## config.mk

```make
export PLATFORM = sky130hd
export DESIGN_NAME = calc_share_arbiter
export DESIGN_NICKNAME = d
export VERILOG_FILES = /design/src/rtl/calc_pkg.sv /design/src/rtl/rr_pick.sv /design/src/rtl/calc_share_arbiter.sv
export SDC_FILE = /design/constraint.sdc
export NUM_CORES = 1
export LEC_CHECK = 0
export CORE_MARGIN = 4
export CORE_UTILIZATION = 34
export DETAILED_ROUTE_END_ITERATION = 16
export PLACE_DENSITY = 0.77
export SYNTH_ARGS = -nofsm -noshare
export SYNTH_HDL_FRONTEND = slang
export SYNTH_HIERARCHICAL = 1
export SYNTH_SLANG_ARGS = --single-unit
```

## constraint.sdc

```tcl
create_clock -name Clk -period 2.41 [get_ports Clk]
set_clock_uncertainty 0.15 [all_clocks]
set_input_delay 0.482 -clock Clk [delete_from_list [all_inputs] [get_ports Clk]]
set_output_delay 0.482 -clock Clk [all_outputs]
set_load 0.02 [all_outputs]
```

## src/rtl/calc_pkg.sv

```systemverilog
// Shared constants for the calculator arbiter: operand/result widths, op codes
// and the one-hot state encoding.
package calc_pkg;

  localparam int OPND_W = 16;
  localparam int RES_W  = 17;

  localparam logic [1:0] OP_ADD = 2'b00;
  localparam logic [1:0] OP_SUB = 2'b01;
  localparam logic [1:0] OP_MUL = 2'b10;
  localparam logic [1:0] OP_DIV = 2'b11;

  localparam int ST_W = 4;
  localparam logic [ST_W-1:0] ST_IDLE  = 4'b0001;
  localparam logic [ST_W-1:0] ST_ISSUE = 4'b0010;
  localparam logic [ST_W-1:0] ST_WAIT  = 4'b0100;
  localparam logic [ST_W-1:0] ST_RESP  = 4'b1000;

endpackage

```

## src/rtl/rr_pick.sv

```systemverilog
// Combinational round-robin picker: first requester strictly after ptr,
// wrapping from N-1 back to 0.
module rr_pick
  import calc_pkg::*;
#(
  parameter int N     = 2,
  parameter int IDX_W = $clog2(N)
) (
  input  logic [N-1:0]     req,
  input  logic [IDX_W-1:0] ptr,
  output logic [N-1:0]     grant,
  output logic [IDX_W-1:0] idx,
  output logic             any
);

  logic [IDX_W-1:0] cand;

  always_comb begin
    grant = '0;
    idx   = '0;
    any   = 1'b0;
    cand  = '0;
    for (int i = 1; i <= N; i++) begin
      cand = IDX_W'((int'(ptr) + i) % N);
      if (!any && req[cand]) begin
        any         = 1'b1;
        idx         = cand;
        grant[cand] = 1'b1;
      end
    end
  end

endmodule

```

## src/rtl/calc_share_arbiter.sv

```systemverilog
// Round-robin arbiter sharing one iterative calculator engine between clients.
// Optional WAIT-state timeout with engine abort: define CALC_ARB_TIMEOUT_EN.
module calc_share_arbiter
  import calc_pkg::*;
#(
  parameter int NUM_CLIENTS    = 2,
  parameter int TIMEOUT_CYCLES = 70000
) (
  input  logic                          Clk,
  input  logic                          Reset,
  input  logic [NUM_CLIENTS-1:0]        Req,
  input  logic [OPND_W*NUM_CLIENTS-1:0] ReqA,
  input  logic [OPND_W*NUM_CLIENTS-1:0] ReqB,
  input  logic [2*NUM_CLIENTS-1:0]      ReqOp,
  output logic [NUM_CLIENTS-1:0]        Gnt,
  output logic [NUM_CLIENTS-1:0]        RspValid,
  output logic [RES_W-1:0]              RspC,
  output logic                          RspFlag,
  output logic                          RspErr,
  output logic                          Busy,
  output logic [OPND_W-1:0]             Eng_A,
  output logic [OPND_W-1:0]             Eng_B,
  output logic [1:0]                    Eng_Op,
  output logic                          Eng_Start,
  output logic                          Eng_Abort,
  input  logic                          Eng_Done,
  input  logic [RES_W-1:0]              Eng_C,
  input  logic                          Eng_Flag,
  output logic                          QIdle,
  output logic                          QIssue,
  output logic                          QWait,
  output logic                          QResp
);

  localparam int IDX_W = $clog2(NUM_CLIENTS);

  logic [ST_W-1:0]        state, state_nxt;
  logic [IDX_W-1:0]       ptr, idx;
  logic [NUM_CLIENTS-1:0] pick_grant;
  logic [IDX_W-1:0]       pick_idx;
  logic                   pick_any;
  logic [OPND_W-1:0]      pick_a, pick_b;
  logic [1:0]             pick_op;
  logic                   div_zero;
  logic                   tmo_hit;

  rr_pick #(
    .N     (NUM_CLIENTS),
    .IDX_W (IDX_W)
  ) u_pick (
    .req   (Req),
    .ptr   (ptr),
    .grant (pick_grant),
    .idx   (pick_idx),
    .any   (pick_any)
  );

  always_comb begin
    pick_a  = '0;
    pick_b  = '0;
    pick_op = '0;
    for (int i = 0; i < NUM_CLIENTS; i++) begin
      if (pick_grant[i]) begin
        pick_a  = ReqA[OPND_W*i +: OPND_W];
        pick_b  = ReqB[OPND_W*i +: OPND_W];
        pick_op = ReqOp[2*i +: 2];
      end
    end
  end

  // A divide by zero is answered directly without ever starting the engine.
  assign div_zero = (pick_op == OP_DIV) && (pick_b == '0);

`ifdef CALC_ARB_TIMEOUT_EN
  localparam logic [16:0] TMO_LAST = 17'(TIMEOUT_CYCLES - 1);
  logic [16:0] tmo_cnt;

  assign tmo_hit = (state == ST_WAIT) && !Eng_Done && (tmo_cnt == TMO_LAST);

  always_ff @(posedge Clk) begin
    if (Reset) begin
      tmo_cnt   <= '0;
      Eng_Abort <= 1'b0;
    end else begin
      Eng_Abort <= tmo_hit;
      if (state == ST_ISSUE) tmo_cnt <= '0;
      else if (state == ST_WAIT) tmo_cnt <= tmo_cnt + 17'd1;
    end
  end
`else
  assign tmo_hit   = 1'b0;
  assign Eng_Abort = 1'b0;
`endif

  always_ff @(posedge Clk) begin
    if (Reset) state <= ST_IDLE;
    else       state <= state_nxt;
  end

  always_comb begin
    state_nxt = state;
    case (state)
      ST_IDLE:  if (pick_any) state_nxt = div_zero ? ST_RESP : ST_ISSUE;
      ST_ISSUE: state_nxt = ST_WAIT;
      ST_WAIT:  if (Eng_Done || tmo_hit) state_nxt = ST_RESP;
      ST_RESP:  state_nxt = ST_IDLE;
      default:  state_nxt = ST_IDLE;
    endcase
  end

  always_comb begin
    Eng_Start = (state == ST_ISSUE);
    Busy      = (state != ST_IDLE);
    QIdle     = (state == ST_IDLE);
    QIssue    = (state == ST_ISSUE);
    QWait     = (state == ST_WAIT);
    QResp     = (state == ST_RESP);
  end

  // RspValid is registered out of RESP, so a divide-by-zero grant and its
  // response land in consecutive cycles.
  always_ff @(posedge Clk) begin
    if (Reset) begin
      ptr      <= IDX_W'(NUM_CLIENTS - 1);
      idx      <= '0;
      Gnt      <= '0;
      RspValid <= '0;
      RspC     <= '0;
      RspFlag  <= 1'b0;
      RspErr   <= 1'b0;
      Eng_A    <= '0;
      Eng_B    <= '0;
      Eng_Op   <= '0;
    end else begin
      Gnt      <= '0;
      RspValid <= (state == ST_RESP) ? (NUM_CLIENTS'(1) << idx) : '0;
      if ((state == ST_IDLE) && pick_any) begin
        Gnt    <= pick_grant;
        ptr    <= pick_idx;
        idx    <= pick_idx;
        Eng_A  <= pick_a;
        Eng_B  <= pick_b;
        Eng_Op <= pick_op;
        if (div_zero) begin
          RspC    <= '0;
          RspFlag <= 1'b0;
          RspErr  <= 1'b1;
        end
      end
      if (state == ST_WAIT) begin
        if (Eng_Done) begin
          RspC    <= Eng_C;
          RspFlag <= Eng_Flag;
          RspErr  <= 1'b0;
        end else if (tmo_hit) begin
          RspC    <= '0;
          RspFlag <= 1'b0;
          RspErr  <= 1'b1;
        end
      end
    end
  end

endmodule
```

After elaboration in Yosys (flattened, before gate mapping)
Cells that the tools add are included.
- register bits: 63
- logic and storage cells: 75
- add/sub/neg operators: 2
- magnitude comparators: 4
- eq/ne operators: 8
- shift operators: 1
- muxes and demuxes: 36
- bitwise gates (word level): 3
- reduce and logical (&&, ||, !) cells: 10
- operator list (cell ; number):
    2-to-1 mux 17 bit ; 4
    2-to-1 mux 16 bit ; 4
    2-to-1 mux 1 bit ; 18
    zero test 16 bit ; 1
    2-to-1 mux 4 bit ; 3
    case mux 4 bit (3 select lines) ; 1
    2-to-1 mux 2 bit ; 4
    logical AND 1 bit ; 5
    equality test 4 x 1 -> 1 bit, second input constant ; 1
    equality test 4 x 2 -> 1 bit, second input constant ; 1
    equality test 4 x 3 -> 1 bit, second input constant ; 1
    equality test 4 bit, second input constant ; 1
    less-than comparator 1 x 2 -> 1 bit, second input constant ; 2
    != test 4 x 1 -> 1 bit, second input constant ; 1
    OR reduction 2 bit ; 2
    adder 1 bit, second input constant ; 2
    demux 1 bit (select 1 bit) ; 2
    equality test 2 bit, second input constant ; 1
    >= comparator 1 bit, second input constant ; 2
    != test 2 x 1 -> 1 bit, second input constant ; 1
    != test 2 bit, second input constant ; 1
    NOT 1 bit ; 2
    bitwise OR 2 bit ; 1
    AND reduction 2 bit ; 1
    2 further kinds ; 2

Logic depth before layout (Yosys ltp)
- depth after elaboration: 16
- depth in mapped cells: 9
- mapped depth without buffers: 7

Cells and area by module
The synthesis kept the hierarchy.
- by module, submodules not included (module ; instances ; cells each ; area an instance (um2) ; sequential area each (um2)):
    calc_share_arbiter ; 1 ; 295 ; 2541.2 ; 1261.2
    rr_pick ; 1 ; 5 ; 32.5 ; 0.0

Worst setup path before layout
Ideal clock, no wire load.
- kind: input to register
- start point: in Req[1]
- end point: reg RspC[10]
- library setup time: 117 ps
- data arrival time: 2188 ps
- required time: 2143 ps
- setup slack: -44 ps
- cell stages on the path: 8
- path buffers: 2
- path through: a21boi_0 -> nor2b_1 -> clkbuf_1 -> a221oi_1 -> nand4_2 -> nor3_4 -> buf_6 -> o21ai_1
- word-level cells in the longest chain between the ends: 14
- ends and longest elaborated chain (element ; RTL line ; text):
    start: declaration ; calc_share_arbiter.sv:11 ; input logic [NUM_CLIENTS-1:0] Req,
    2-to-1 mux 1 bit (not written as such) (2 in series) ; rr_pick.sv:25 ; if (!any && req[cand]) begin
    2-to-1 mux 1 bit ; rr_pick.sv:25 ;
    zero test 1 bit ; rr_pick.sv:25 ;
    logical AND 1 bit ; rr_pick.sv:25 ;
    2-to-1 mux 2 bit ; rr_pick.sv:25 ;
    2-to-1 mux 16 bit or 2-to-1 mux 2 bit (tied branches) (2 in series) ; calc_share_arbiter.sv:63 ; if (pick_grant[i]) begin
    zero test 16 bit or equality test 2 bit (tied branches) ; calc_share_arbiter.sv:72 ; assign div_zero = (pick_op == OP_DIV) && (pick_b == '0);
    logical AND 1 bit ; calc_share_arbiter.sv:72 ;
    2-to-1 mux 17 bit ; calc_share_arbiter.sv:144 ; if (div_zero) begin
    2-to-1 mux 17 bit * ; calc_share_arbiter.sv:137 ; if ((state == ST_IDLE) && pick_any) begin
    2-to-1 mux 17 bit ; calc_share_arbiter.sv:151 ; if (Eng_Done) begin
    2-to-1 mux 17 bit * ; calc_share_arbiter.sv:150 ; if (state == ST_WAIT) begin
    end signal: assignment ; calc_share_arbiter.sv:152 ; RspC <= Eng_C;
    end: declaration ; calc_share_arbiter.sv:17 ; output logic [RES_W-1:0] RspC,
Every way passes the cells marked *; elsewhere a longest branch is shown, timed or not. The select of a mux whose other input is x is not followed.
A chain may end at the register's enable or synchronous reset.

Worst setup path in the final report
- start point: reg state[3]
- end point: out QIdle
- word-level cells in the longest chain between the ends: 1
- ends and longest elaborated chain (element ; RTL line ; text):
    start: declaration ; calc_share_arbiter.sv:37 ; logic [ST_W-1:0] state, state_nxt;
    start signal: assignment ; calc_share_arbiter.sv:97 ; else state <= state_nxt;
    equality test 4 x 1 -> 1 bit ; calc_share_arbiter.sv:114 ; QIdle = (state == ST_IDLE);
    end: declaration ; calc_share_arbiter.sv:29 ; output logic QIdle,
No other way between the ends.

==> impl_metrics.ini <==
[run_status]
status = finished clean

[floorplanning]
die_h_um = 95.0
die_w_um = 95.0
dieArea_mm2 = 0.00903
pin_count = 155
coreArea_mm2 = 0.00729
num_rows = 31
initial_core_util_pct = 35.3

[setup_path]
cp_max_fo = 4
slowest_delay_ps = 580
start_kind = flip-flop
cp.required_ps = 1780
reg2reg_slack_ps = 340
crit_arrival_ps = 1680
regToRegStartpoint = state[3]$_SDFFE_PP0P_
worstSetupEndpointType = primary output
reg2reg_to = Eng_B[14]$_SDFFE_PP0P_
crit_type = reg2out
path_cells = or4b_4 -> inv_1 -> dlygate4sd2_1
cpMaxStageDelayCell = or4b_4
r2r_cells = 7

[layout]
diodes = 0
syn_to_final_growth_pct = 77.7
drive_gt1_share_pct = 11.3
fillers = 657
nets = 556
utilization_pct = 62.7
fin_area_mm2 = 0.00457

[grt]
globalRouteTotalUtil_pct = 18.7
grt_pass1_vias = 2788
antenna_found_initial = 0
grt.overflow.total = 0
grt_max_degree = 30
grt_pass1_wl_um = 13200

[yosys]
synthArstFlopShare_pct = 0
synth_nets = 391
ys.flop_type = dfxtp_1
synth_warnings = 6
ys_seq_area_share_pct = 49.0
synthCells = 300
syn_area_mm2 = 0.00257
synth_edf_count = 0
synthTopCellsByArea = dfxtp_1 (49%), a221oi_1 (11%), nor3_1 (6.6%)
ys_seq_elements = 63
netlist_top_cells_count = dfxtp_1 (63), nand2_1 (41), nor2_1 (38), nor3_1 (34), a221oi_1 (33)
synth.most_common_cell = dfxtp_1
avgSynthCellArea_um2 = 8.58
synth_top_area_cell = dfxtp_1
yosys.area.top_type_share_pct = 49.0
yosysUniqueCellTypes = 36

[clock_network]
clkTransAtPathRegs_ps = 60
cts_sinks = 63
cts_made_buffers = 9
clk-insertion-delay-late_ps = 320
ctsHtreeMaxLevel = 3
cts_tree = built
cts-root-buf = clkbuf_8
clockBufferDepth = 2

[timing]
layout_setup_ws_ps = 95.9
post-route-period-util_pct = 96.0
min_period_ps = 2310
rsz0062_at_grt = false
finalHoldViolations = 0
setup_viol = 0
max_freq_mhz = 432
slew_violations = 0

[route]
dr.pass1.iters = 4
dr_total_vias = 2861
drc = 0
final_antenna_net_count = 0
drtIter0Drc = 92
wl_um = 8490
wl_per_cell_um = 14.9
routed_via_density = 5.03

[min_path]
hold_class = reg2reg
holdPathEnd = RspValid[0]$_SDFF_PP0_
worstHoldStart = idx$_SDFFE_PP0P_
hold_path_depth = 1

[place]
hpwl_um = 6540
place_area_mm2 = 0.00436
pre_cts_slack_ps = -249
io_buffers = 153
routabilityCongestion = 0.793

[power_and_ir_drop]
p_leak_uw = 0.00174
irDropWorstVdd_v = 0.000358
cellPowerDensity_mw_per_mm2 = 679

[job]
max-cap-violations = 0
worst max path at each step:
stage,endpoint,cells past startpoint,start
finish,QIdle,3,state[3]$_SDFFE_PP0P_
CTS,QResp,2,state[2]$_SDFFE_PP0P_
global route,state[3]$_SDFFE_PP0P_,8,Req[1]
floorplan,RspC[8]$_SDFF_PP0_,6,state[3]$_SDFFE_PP0P_
detailed placement,RspC[8]$_SDFF_PP0_,7,ReqB[10]
global placement,RspC[1]$_SDFF_PP0_,7,ReqB[10]
worst max-delay path, delay by kind of cell (launching register included):
family,cells,cell delay (ps)
buf+inv,2,440
flops,1,340
simple gates,1,580
placed cells by master (no fill, tap or decap), types with 2 or more instances in the layout:
cell             Yosys  final
and3b_1              2      2
a221oi_1            33     33
dfxtp_1             63     63
and3_1               3      2
buf_4                2     24
o31ai_1              2      2
clkinvlp_4           0      2
nand2_1             41     41
clkinv_2             0      3
o21ai_1             10     10
buf_12               0      3
dlygate4sd2_1        0      5
nor3_1              34     34
o21ai_0             10     10
clkbuf_8             0     10
a21oi_1              5      5
a211oi_1             2      2
nor3b_1              2      2
clkdlybuf4s50_1      0    147
o21a_1               2      2
or4_1                5      5
nor2_1              38     37
nor4b_1              3      2
inv_1                3      3
repair_timing:
item	in CTS	in global routing
pin swaps	0	1
gates cloned	0	0
hold buffers	0	0
buffers inserted	0	1
endpoints found under the setup margin	6	12
resized for setup	6	3
cells by family (layout without fill, tap and decap cells):
logic type	Yosys count	count (layout)	synth area share [%]
AND/OR/NAND/NOR	137	137	25.8
AO/OA/AOI/OAI	70	70	20.0
flip-flops	63	63	49.0
buffers and inverters	29	199	5.06
other	1	1	0.146
per-stage QoR:
| step | power [µW] | hold slack (ps) | std cells | TNS [ps] |
|---|---|---|---|---|
| final | 3100 | 298 | 569 | 0 |
| after global routing | 3280 | 303 | 569 | 0 |
| after CTS | 3140 | 299 | 568 | 0 |
| after detailed placement | 2240 | 281 | 552 | -7270 |
| after global placement | 2220 | 277 | 552 | -3550 |
| after floorplan | 1700 | 264 | 300 | 0 |
routing by layer:
| metal | vias up | global-route usage, % | wire [µm] |
|---|---|---|---|
| met2 | 115 | 31.8 | 4110 |
| met1 | 1317 | 21.2 | 3480 |
| met4 | 0 | 7.33 | 121 |
| met3 | 10 | 6.85 | 780 |
| li1 | 1419 | - | - |
| met5 | - | 0 | 0 |
state kept, by name (all words and copies together) (netlist names), 2 cells and up:
signal    cells
Eng_A        16
Eng_B        16
Eng_Op        2
Gnt           2
RspC         17
RspValid      2
state         4
where the power goes:
group / internal [µW] / leakage, µW / switching [µW] / total (µW)
sequential: 1150 / 0.000516 / 62.1 / 1210
combinational: 509 / 0.00113 / 486 / 995
clock: 500 / 0.0000981 / 396 / 895
total: 2160 / 0.00174 / 944 / 3100
area by class of cell:
cell class	count	area [µm²]	share of cell area, %
clock buffers	10	138	3.01
well taps	99	124	2.71
inverters	3	11.3	0.246
multi-input cells	208	1210	26.5
repair buffers	180	1770	38.7
clock inverters	6	60.1	1.31
flip-flops and latches	63	1260	27.6
Note: power is estimated with default switching activity, not from simulation.
